File: src/rtl/pipe_mem_pkg.sv
// Shared types for the fetch/data memory arbiter.
// Holds the arbiter FSM state enum and default bus widths.
package pipe_mem_pkg;

    localparam int ADDR_W_DEF = 32;
    localparam int DATA_W_DEF = 32;

    typedef enum logic [1:0] {
        IDLE,
        BUSY_IF,
        BUSY_DM,
        RESP
    } arb_state_e;

endpackage

File: src/rtl/arb_starve_guard.sv
// Fetch starvation guard for pipe_mem_arbiter (ARB_STARVE_GUARD_EN builds).
// Ports: clk, rst, grant_dm/grant_if (IDLE grants), if_req, force_if.
//   force_if : fetch must win the next IDLE arbitration if it is requesting.
module arb_starve_guard #(
    parameter int STARVE_MAX = 4
) (
    input  logic clk,
    input  logic rst,
    input  logic grant_dm,
    input  logic grant_if,
    input  logic if_req,
    output logic force_if
);

    localparam int CNT_W = $clog2(STARVE_MAX + 1);

    logic [CNT_W-1:0] cnt;

    // Counts data grants that overtook a waiting fetch. It cannot pass
    // STARVE_MAX: at that value a waiting fetch wins and clears it.
    always_ff @(posedge clk) begin
        if (rst) begin
            cnt <= '0;
        end else if (grant_if) begin
            cnt <= '0;
        end else if (grant_dm) begin
            cnt <= if_req ? cnt + 1'b1 : '0;
        end
    end

    assign force_if = (cnt == CNT_W'(STARVE_MAX));

endmodule

File: src/rtl/pipe_mem_arbiter.sv
// Arbiter sharing one single-ported memory between fetch and memory stage.
// Ports: clk, rst (sync, active high); fetch port if_req/if_addr ->
//   if_rdata/if_ack; data port dm_req/dm_we/dm_addr/dm_wdata ->
//   dm_rdata/dm_ack; memory side mem_req/mem_we/mem_addr/mem_wdata <-
//   mem_rdata/mem_ready; stall_if/stall_mem to freeze the pipeline.
// Data port wins ties. Define ARB_STARVE_GUARD_EN to let a fetch win
// after STARVE_MAX consecutive data grants taken while it waited.
module pipe_mem_arbiter
    import pipe_mem_pkg::*;
#(
    parameter int ADDR_W     = ADDR_W_DEF,
    parameter int DATA_W     = DATA_W_DEF,
    parameter int STARVE_MAX = 4
) (
    input  logic              clk,
    input  logic              rst,
    input  logic              if_req,
    input  logic [ADDR_W-1:0] if_addr,
    output logic [DATA_W-1:0] if_rdata,
    output logic              if_ack,
    input  logic              dm_req,
    input  logic              dm_we,
    input  logic [ADDR_W-1:0] dm_addr,
    input  logic [DATA_W-1:0] dm_wdata,
    output logic [DATA_W-1:0] dm_rdata,
    output logic              dm_ack,
    output logic              mem_req,
    output logic              mem_we,
    output logic [ADDR_W-1:0] mem_addr,
    output logic [DATA_W-1:0] mem_wdata,
    input  logic [DATA_W-1:0] mem_rdata,
    input  logic              mem_ready,
    output logic              stall_if,
    output logic              stall_mem
);

    arb_state_e state;
    arb_state_e state_nxt;

    logic owner_dm;
    logic grant_dm;
    logic grant_if;
    logic force_if;

    if (STARVE_MAX < 1) begin : g_cfg_check
        $error("pipe_mem_arbiter: STARVE_MAX must be >= 1");
    end

`ifdef ARB_STARVE_GUARD_EN
    arb_starve_guard #(
        .STARVE_MAX(STARVE_MAX)
    ) u_starve_guard (
        .clk      (clk),
        .rst      (rst),
        .grant_dm (grant_dm),
        .grant_if (grant_if),
        .if_req   (if_req),
        .force_if (force_if)
    );
`else
    assign force_if = 1'b0;
`endif

    always_comb begin
        state_nxt = state;
        grant_dm  = 1'b0;
        grant_if  = 1'b0;
        unique case (state)
            IDLE: begin
                if (dm_req && !(force_if && if_req)) begin
                    grant_dm  = 1'b1;
                    state_nxt = BUSY_DM;
                end else if (if_req) begin
                    grant_if  = 1'b1;
                    state_nxt = BUSY_IF;
                end
            end
            BUSY_IF, BUSY_DM: begin
                if (mem_ready) begin
                    state_nxt = RESP;
                end
            end
            RESP: begin
                state_nxt = IDLE;
            end
            default: begin
                state_nxt = IDLE;
            end
        endcase
    end

    always_ff @(posedge clk) begin
        if (rst) begin
            state     <= IDLE;
            owner_dm  <= 1'b0;
            mem_we    <= 1'b0;
            mem_addr  <= '0;
            mem_wdata <= '0;
            if_rdata  <= '0;
            dm_rdata  <= '0;
        end else begin
            state <= state_nxt;
            if (grant_dm) begin
                owner_dm  <= 1'b1;
                mem_we    <= dm_we;
                mem_addr  <= dm_addr;
                mem_wdata <= dm_wdata;
            end
            if (grant_if) begin
                owner_dm <= 1'b0;
                mem_we   <= 1'b0;
                mem_addr <= if_addr;
            end
            if (state == BUSY_IF && mem_ready) begin
                if_rdata <= mem_rdata;
            end
            // Writes return no data; keep the last read value.
            if (state == BUSY_DM && mem_ready && !mem_we) begin
                dm_rdata <= mem_rdata;
            end
        end
    end

    assign mem_req   = (state == BUSY_IF) || (state == BUSY_DM);
    assign if_ack    = (state == RESP) && !owner_dm;
    assign dm_ack    = (state == RESP) && owner_dm;
    assign stall_if  = if_req & ~if_ack;
    assign stall_mem = dm_req & ~dm_ack;

endmodule

File: config.mk
export PLATFORM = sky130hd
export DESIGN_NAME = pipe_mem_arbiter
export DESIGN_NICKNAME = d
export VERILOG_FILES = /design/src/rtl/pipe_mem_pkg.sv /design/src/rtl/arb_starve_guard.sv /design/src/rtl/pipe_mem_arbiter.sv
export SDC_FILE = /design/constraint.sdc
export NUM_CORES = 1
export LEC_CHECK = 0
export ABC_AREA = 1
export CAP_MARGIN = 20
export CORE_MARGIN = 4
export CORE_UTILIZATION = 35
export CTS_CLUSTER_DIAMETER = 50
export DETAILED_ROUTE_END_ITERATION = 8
export PLACE_DENSITY_LB_ADDON = 0.12
export SYNTH_ARGS = -nofsm -noshare
export SYNTH_HDL_FRONTEND = slang
export SYNTH_SLANG_ARGS = --single-unit
File: constraint.sdc
create_clock -name clk -period 4.19 [get_ports clk]
set_input_delay 0.419 -clock clk [delete_from_list [all_inputs] [get_ports clk]]
set_output_delay 0.419 -clock clk [all_outputs]
set_load 0.02 [all_outputs]
==> run_results.csv, run 1 <==
group,metric,value,unit
status,outcome,"complete, no violations",
floorplan,rows,44,
yosys,syn_inst,741,
setup_path,worstSetupPathType,"in -> out",
yosys,synth_async_sr_flop_share,0,
setup_path,end_kind,"output port",
cells_and_area,nets,1127,
yosys,ys_seq_area_frac,0.506,
yosys,synth_area,0.00522,mm^2
setup_path,cp_max_fo,12,
yosys,syn_area_per_cell,7.04,um^2
setup_path,reg2reg_from,"state[1]",
floorplan,dieWidth,130,um
sta,setup_viol,0,
sta,tightestPinTransition,0.840,ns
drt,drt_wl_total,17.2,mm
yosys,post-synth-top-count-cell,"nor2_1",
floorplan,initial_utilization,0.358,
sta,fin_crit_sh,0.604,
cells_and_area,area_growth,64.9,%
place,io_buffers,267,
sta,hold-worst-slack,0.477,ns
yosys,yosysTopAreaCellShare,0.506,
cells_and_area,nFillCells,1368,
yosys,synth_seq_cells,132,
yosys,synth_area_leaders,"dfxtp_1, nor2_1, o21ai_0",
clock_tree,htreeDepth,4,
sta,period_needed,2.53,ns
grt,antenna_found_initial,0,
cells_and_area,regArea,0.00264,mm^2
drt,vias_per_cell,4.56,
drt,num_vias,5391,
clock_tree,insertion_delay,0.41,ns
setup_path,crit_path_max_incr_delay,0.75,ns
pwr,peakVddDrop,0.302,mV
setup_path,crit_required,3.77,ns
hold_path,holdPathStages,2,
drt,drtIter0Drc,213,
drt,wl_per_cell,14.6,um
setup_path,path_buf_inv,3,
sta,clock_skew,0.00723,ns
sta,setup_slack,1.66,ns
setup_path,crit_top_cell,"clkdlybuf4s50_1",
clock_tree,clockBufferDepth,2,
hold_path,min-delay-start,"if_rdata[14]",
grt,grt_usage,0.197,
yosys,ys.flop_type,"dfxtp_1",
place,hpwlAfterDp,11.9,mm
setup_path,r2r_slack,1.90,ns
hold_path,hp-class,"reg -> reg",
floorplan,dieArea,0.0169,mm^2
yosys,synth_cell_types,17,
grt,grt_max_degree,100,
cells_and_area,layout-drive-gt1-share,0.0441,
drt,ant_nets,0,
run,maxCapViolCount,0,
pwr,power_density,622,mW/mm^2
clock_tree,cts_resized,0,
sta,hold_violations,0,
pwr,total_power,0.00535,W
sta,max_freq,0.395,GHz
floorplan,io_pins,268,
place,dp_slack,1.54,ns
yosys,synth-edff-count,0,
sta,rsz0062_at_grt,"false",
clock_tree,clk_pin_slew,0.05,ns
clock_tree,cts_hold_buf,0,
sta,setup_tns,0,ns
sta,slew_headroom,0.440,
floorplan,die_h,130,um
clock_tree,cts.sinks,132,
clock_tree,post_cts_buffers,0,
cells_and_area,num_antenna_cells,0,
setup_path,rr_worst_depth,9,
yosys,ys_warn_count,0,
grt,grt_overflow_total,0,
place,gp_congestion,0.785,
clock_tree,clock-root-buffer,"clkbuf_16",
drt,drc,0,
yosys,yosysTopAreaCell,"dfxtp_1",
drt,drt_first_pass_iters,4,
clock_tree,cts_tree,"yes",
setup_path,path_cells,"clkdlybuf4s50_1 > inv_1 > nor2_1 > clkdlybuf4s50_1",
floorplan,fp.coreArea,0.0146,mm^2
setup_path,cpLargestDelayFamily,"buffers and inverters",
yosys,synthTopCellsByCount,"nor2_1, dfxtp_1, nand2_1, o21ai_0, clkbuf_1",
hold_path,min_to,"if_rdata[14]",
setup_path,critPathLaunchType,"input port",
setup_path,timing.rr.end,"mem_addr[22]",
grt,grt_pass1_vias,5062,
grt,grt_pass1_wl,26.2,mm
setup_path,crit_slowest_cell,"clkdlybuf4s50_1",
pwr,power_leakage,3.70,nW
setup_path,arrival,2.11,ns
clock_tree,numCtsBuffers,17,
yosys,syn-num-nets,880,
cells_and_area,multi_input_area,0.00219,mm^2
sta,drv_slew,0,
worst max path at each step:
stage	startpoint	to	slack, ns	cells after the start
3_5_place_dp	dm_req	mem_addr[22]	1.54	8
5_1_grt	if_req	stall_if	1.60	4
6_report	if_req	stall_if	1.66	4
2_1_floorplan	state[0]	mem_addr[23]	2.69	11
3_3_place_gp	dm_req	mem_addr[12]	1.34	7
4_1_cts	if_req	stall_if	1.67	4
cell families (layout without fill, tap and decap cells):
kind of cell,Yosys count,after routing,synth area share
and+or+nand+nor,410,410,0.311
DFF,132,132,0.506
AOI/OAI and AO/OA,100,100,0.0966
buffers and inverters,94,351,0.0738
adders and majority gates,5,5,0.0120
layer usage:
layer / GRT usage / wire, um
met1: 0.220 / 7030
met2: 0.332 / 8120
met3: 0.0946 / 1780
met4: 0.0636 / 312
met5: 0 / 0
stage by stage:
step           cells   util  area, um^2
6_report        1182  0.590        8600
5_1_grt         1182  0.590        8600
4_1_cts         1181  0.588        8580
3_5_place_dp    1152  0.548        7990
3_3_place_gp    1151  0.546        7970
2_1_floorplan    741      -        5220
registers in the layout (all words and copies together) (netlist names):
signal / cells
if_rdata: 32
owner_dm: 1
mem_wdata: 32
state: 2
dm_rdata: 32
mem_addr: 32
mem_we: 1
cell usage in the layout (no fill, tap or decap), drive strengths merged, types with 5 or more instances in the layout:
master and count:
clkinv 13, nor2 266, ha 5, inv 33
o21ai 99, nand4 32, clkbuf 25, buf 11
clkdlybuf4s50 267, dfxtp 132, nand2 110
cell type report:
| cell class | count | share of cell area |
|---|---|---|
| Timing Repair Buffer | 278 | 0.324 |
| Sequential cell | 132 | 0.307 |
| Multi-Input combinational cell | 515 | 0.255 |
| Clock buffer | 25 | 0.0599 |
| Tap cell | 184 | 0.0268 |
| Inverter | 44 | 0.0192 |
| Clock inverter | 4 | 0.00814 |
worst min-delay path, stage by stage, from the launching register on:
cell and delay, ns:
dfxtp_1 0.32, nor2_1 0.05, nor2_1 0.08
where the power goes:
| group | internal (W) | total (W) | switching [W] |
|---|---|---|---|
| clock | 0.000959 | 0.00146 | 0.000505 |
| sequential | 0.00155 | 0.00170 | 0.000142 |
| combinational | 0.000924 | 0.00219 | 0.00127 |
No activity file was read; power rests on OpenSTA's default activity.
==> run 2, diff against run 1 <==
==> constraint.sdc (replaced) <==
create_clock -name clk -period 2.35 [get_ports clk]
set_input_delay 0.235 -clock clk [delete_from_list [all_inputs] [get_ports clk]]
set_output_delay 0.235 -clock clk [all_outputs]
set_load 0.02 [all_outputs]
==> run 2 against run 1 <==
  * Sequential share of layout area fell by 0.080 points
  * Utilization increased by 0.15 points
  * Critical endpoint is now mem_req
  * First-iteration DRC count increased by 32%
  * Largest cell class unchanged
  * Highest routed layer unchanged
  * Critical path depth is 1 lower
  * Die area unchanged
==> run_results.csv, run 2 (synthesized netlist as in run 1, its figures left out) <==
group,metric,value,unit
sta,clock_skew,0.00649,ns
sta,period_needed,2.09,ns
clock_tree,numCtsBuffers,17,
clock_tree,clockBufferDepth,2,
place,hpwlAfterDp,11.9,mm
grt,grt_overflow_total,0,
grt,grt_pass1_vias,5234,
drt,drt_wl_total,17.2,mm
clock_tree,cts_resized,0,
setup_path,cp_max_fo,4,
setup_path,path_cells,"inv_1 > ha_1 > clkdlybuf4s50_1",
hold_path,holdPathStages,3,
clock_tree,insertion_delay,0.41,ns
place,io_buffers,267,
drt,vias_per_cell,4.56,
drt,drtIter0Drc,281,
setup_path,critPathLaunchType,"flip-flop",
setup_path,r2r_slack,0.52,ns
setup_path,crit_required,2.12,ns
drt,ant_nets,0,
sta,setup_tns,0,ns
drt,num_vias,5406,
clock_tree,post_cts_buffers,0,
place,post_dp_cell_area,0.00804,mm^2
clock_tree,clock-root-buffer,"clkbuf_16",
sta,hold_violations,0,
setup_path,rr_worst_depth,7,
clock_tree,cts.sinks,132,
drt,drt_first_pass_iters,4,
sta,rsz0062_at_grt,"false",
clock_tree,cts_hold_buf,0,
setup_path,worstSetupPathType,"reg -> out",
pwr,power_leakage,3.70,nW
setup_path,arrival,1.86,ns
sta,setup_viol,0,
floorplan,die_h,130,um
cells_and_area,final_common_cell,"clkdlybuf4s50_1",
sta,max_freq,0.478,GHz
sta,slew_headroom,0.315,
setup_path,crit_path_max_incr_delay,0.65,ns
grt,antenna_found_initial,0,
floorplan,fp.coreArea,0.0146,mm^2
setup_path,crit_slowest_cell,"clkdlybuf4s50_1",
floorplan,dieArea,0.0169,mm^2
sta,drv_slew,0,
place,gp_congestion,0.773,
sta,fin_crit_sh,0.889,
run,maxCapViolCount,0,
floorplan,rows,44,
floorplan,io_pins,268,
clock_tree,clk_pin_slew,0.05,ns
clock_tree,cts_tree,"yes",
pwr,power_density,1110,mW/mm^2
setup_path,cpLargestDelayFamily,"buffers and inverters",
floorplan,dieWidth,130,um
sta,tightestPinTransition,1.03,ns
pwr,peakVddDrop,0.530,mV
cells_and_area,nets,1129,
setup_path,path_buf_inv,2,
clock_tree,htreeDepth,4,
floorplan,initial_utilization,0.358,
hold_path,hp-class,"in -> reg",
setup_path,path_depth,3,
cells_and_area,num_antenna_cells,0,
grt,grt_pass1_wl,26.4,mm
cells_and_area,nFillCells,1364,
grt,grt_usage,0.198,
cells_and_area,design_area,0.00863,mm^2
cells_and_area,area_growth,65.3,%
status,outcome,"complete, no violations",
drt,wl_per_cell,14.5,um
setup_path,end_kind,"output port",
drt,drc,0,
cells_and_area,layout-drive-gt1-share,0.0479,
cells_and_area,final_cell_mix,"clkdlybuf4s50_1, nor2_1, dfxtp_1, nand2_1, o21ai_0",
grt,grt_max_degree,47,
-- run 2: final cells by class --
class | count | area, um^2 | area share
tap | 184 | 230 | 0.0267
sequential | 132 | 2640 | 0.306
inverter | 44 | 165 | 0.0191
clock buffer | 23 | 488 | 0.0566
timing repair buffer | 280 | 2810 | 0.325
multi-input combinational | 515 | 2190 | 0.254
clock inverter | 8 | 100 | 0.0116
-- run 2: per-stage QoR --
step / util / cells / hold slack (ns) / worst slack, ns / power [W]
after detailed placement: 0.551 / 1155 / 0.471 / 0.440 / 0.00703
after global placement: 0.551 / 1155 / 0.460 / 0.430 / 0.00700
final: 0.591 / 1186 / 0.391 / 0.260 / 0.00955
after global routing: 0.591 / 1186 / 0.407 / 0.169 / 0.0101
after CTS: 0.591 / 1186 / 0.379 / 0.246 / 0.00967
after floorplan: - / 741 / 0.370 / 0.854 / 0.00528
-- run 2: power breakdown --
| part | internal (W) | switching (W) |
|---|---|---|
| logic | 0.00165 | 0.00227 |
| registers | 0.00277 | 0.000255 |
| clock network | 0.00167 | 0.000929 |
| total | 0.00609 | 0.00346 |
-- run 2: worst min-delay path: stages --
cell and delay, ns:
clkdlybuf4s50_1 0.40, nand2_1 0.07, a21oi_1 0.05
-- run 2: worst paths after layout --
path,startpoint,end
max,state[1],mem_req
min reg2reg,if_rdata[29],if_rdata[29]
min,dm_we,mem_we
max reg2reg,state[0],dm_rdata[21]
-- run 2: layer usage --
layer | vias to the layer above | routed length [um] | GRT usage
li1 | 2822 | - | -
met1 | 2381 | 7010 | 0.223
met2 | 173 | 8050 | 0.336
met3 | 30 | 1660 | 0.0794
met4 | 0 | 437 | 0.0776
met5 | - | 0 | 0
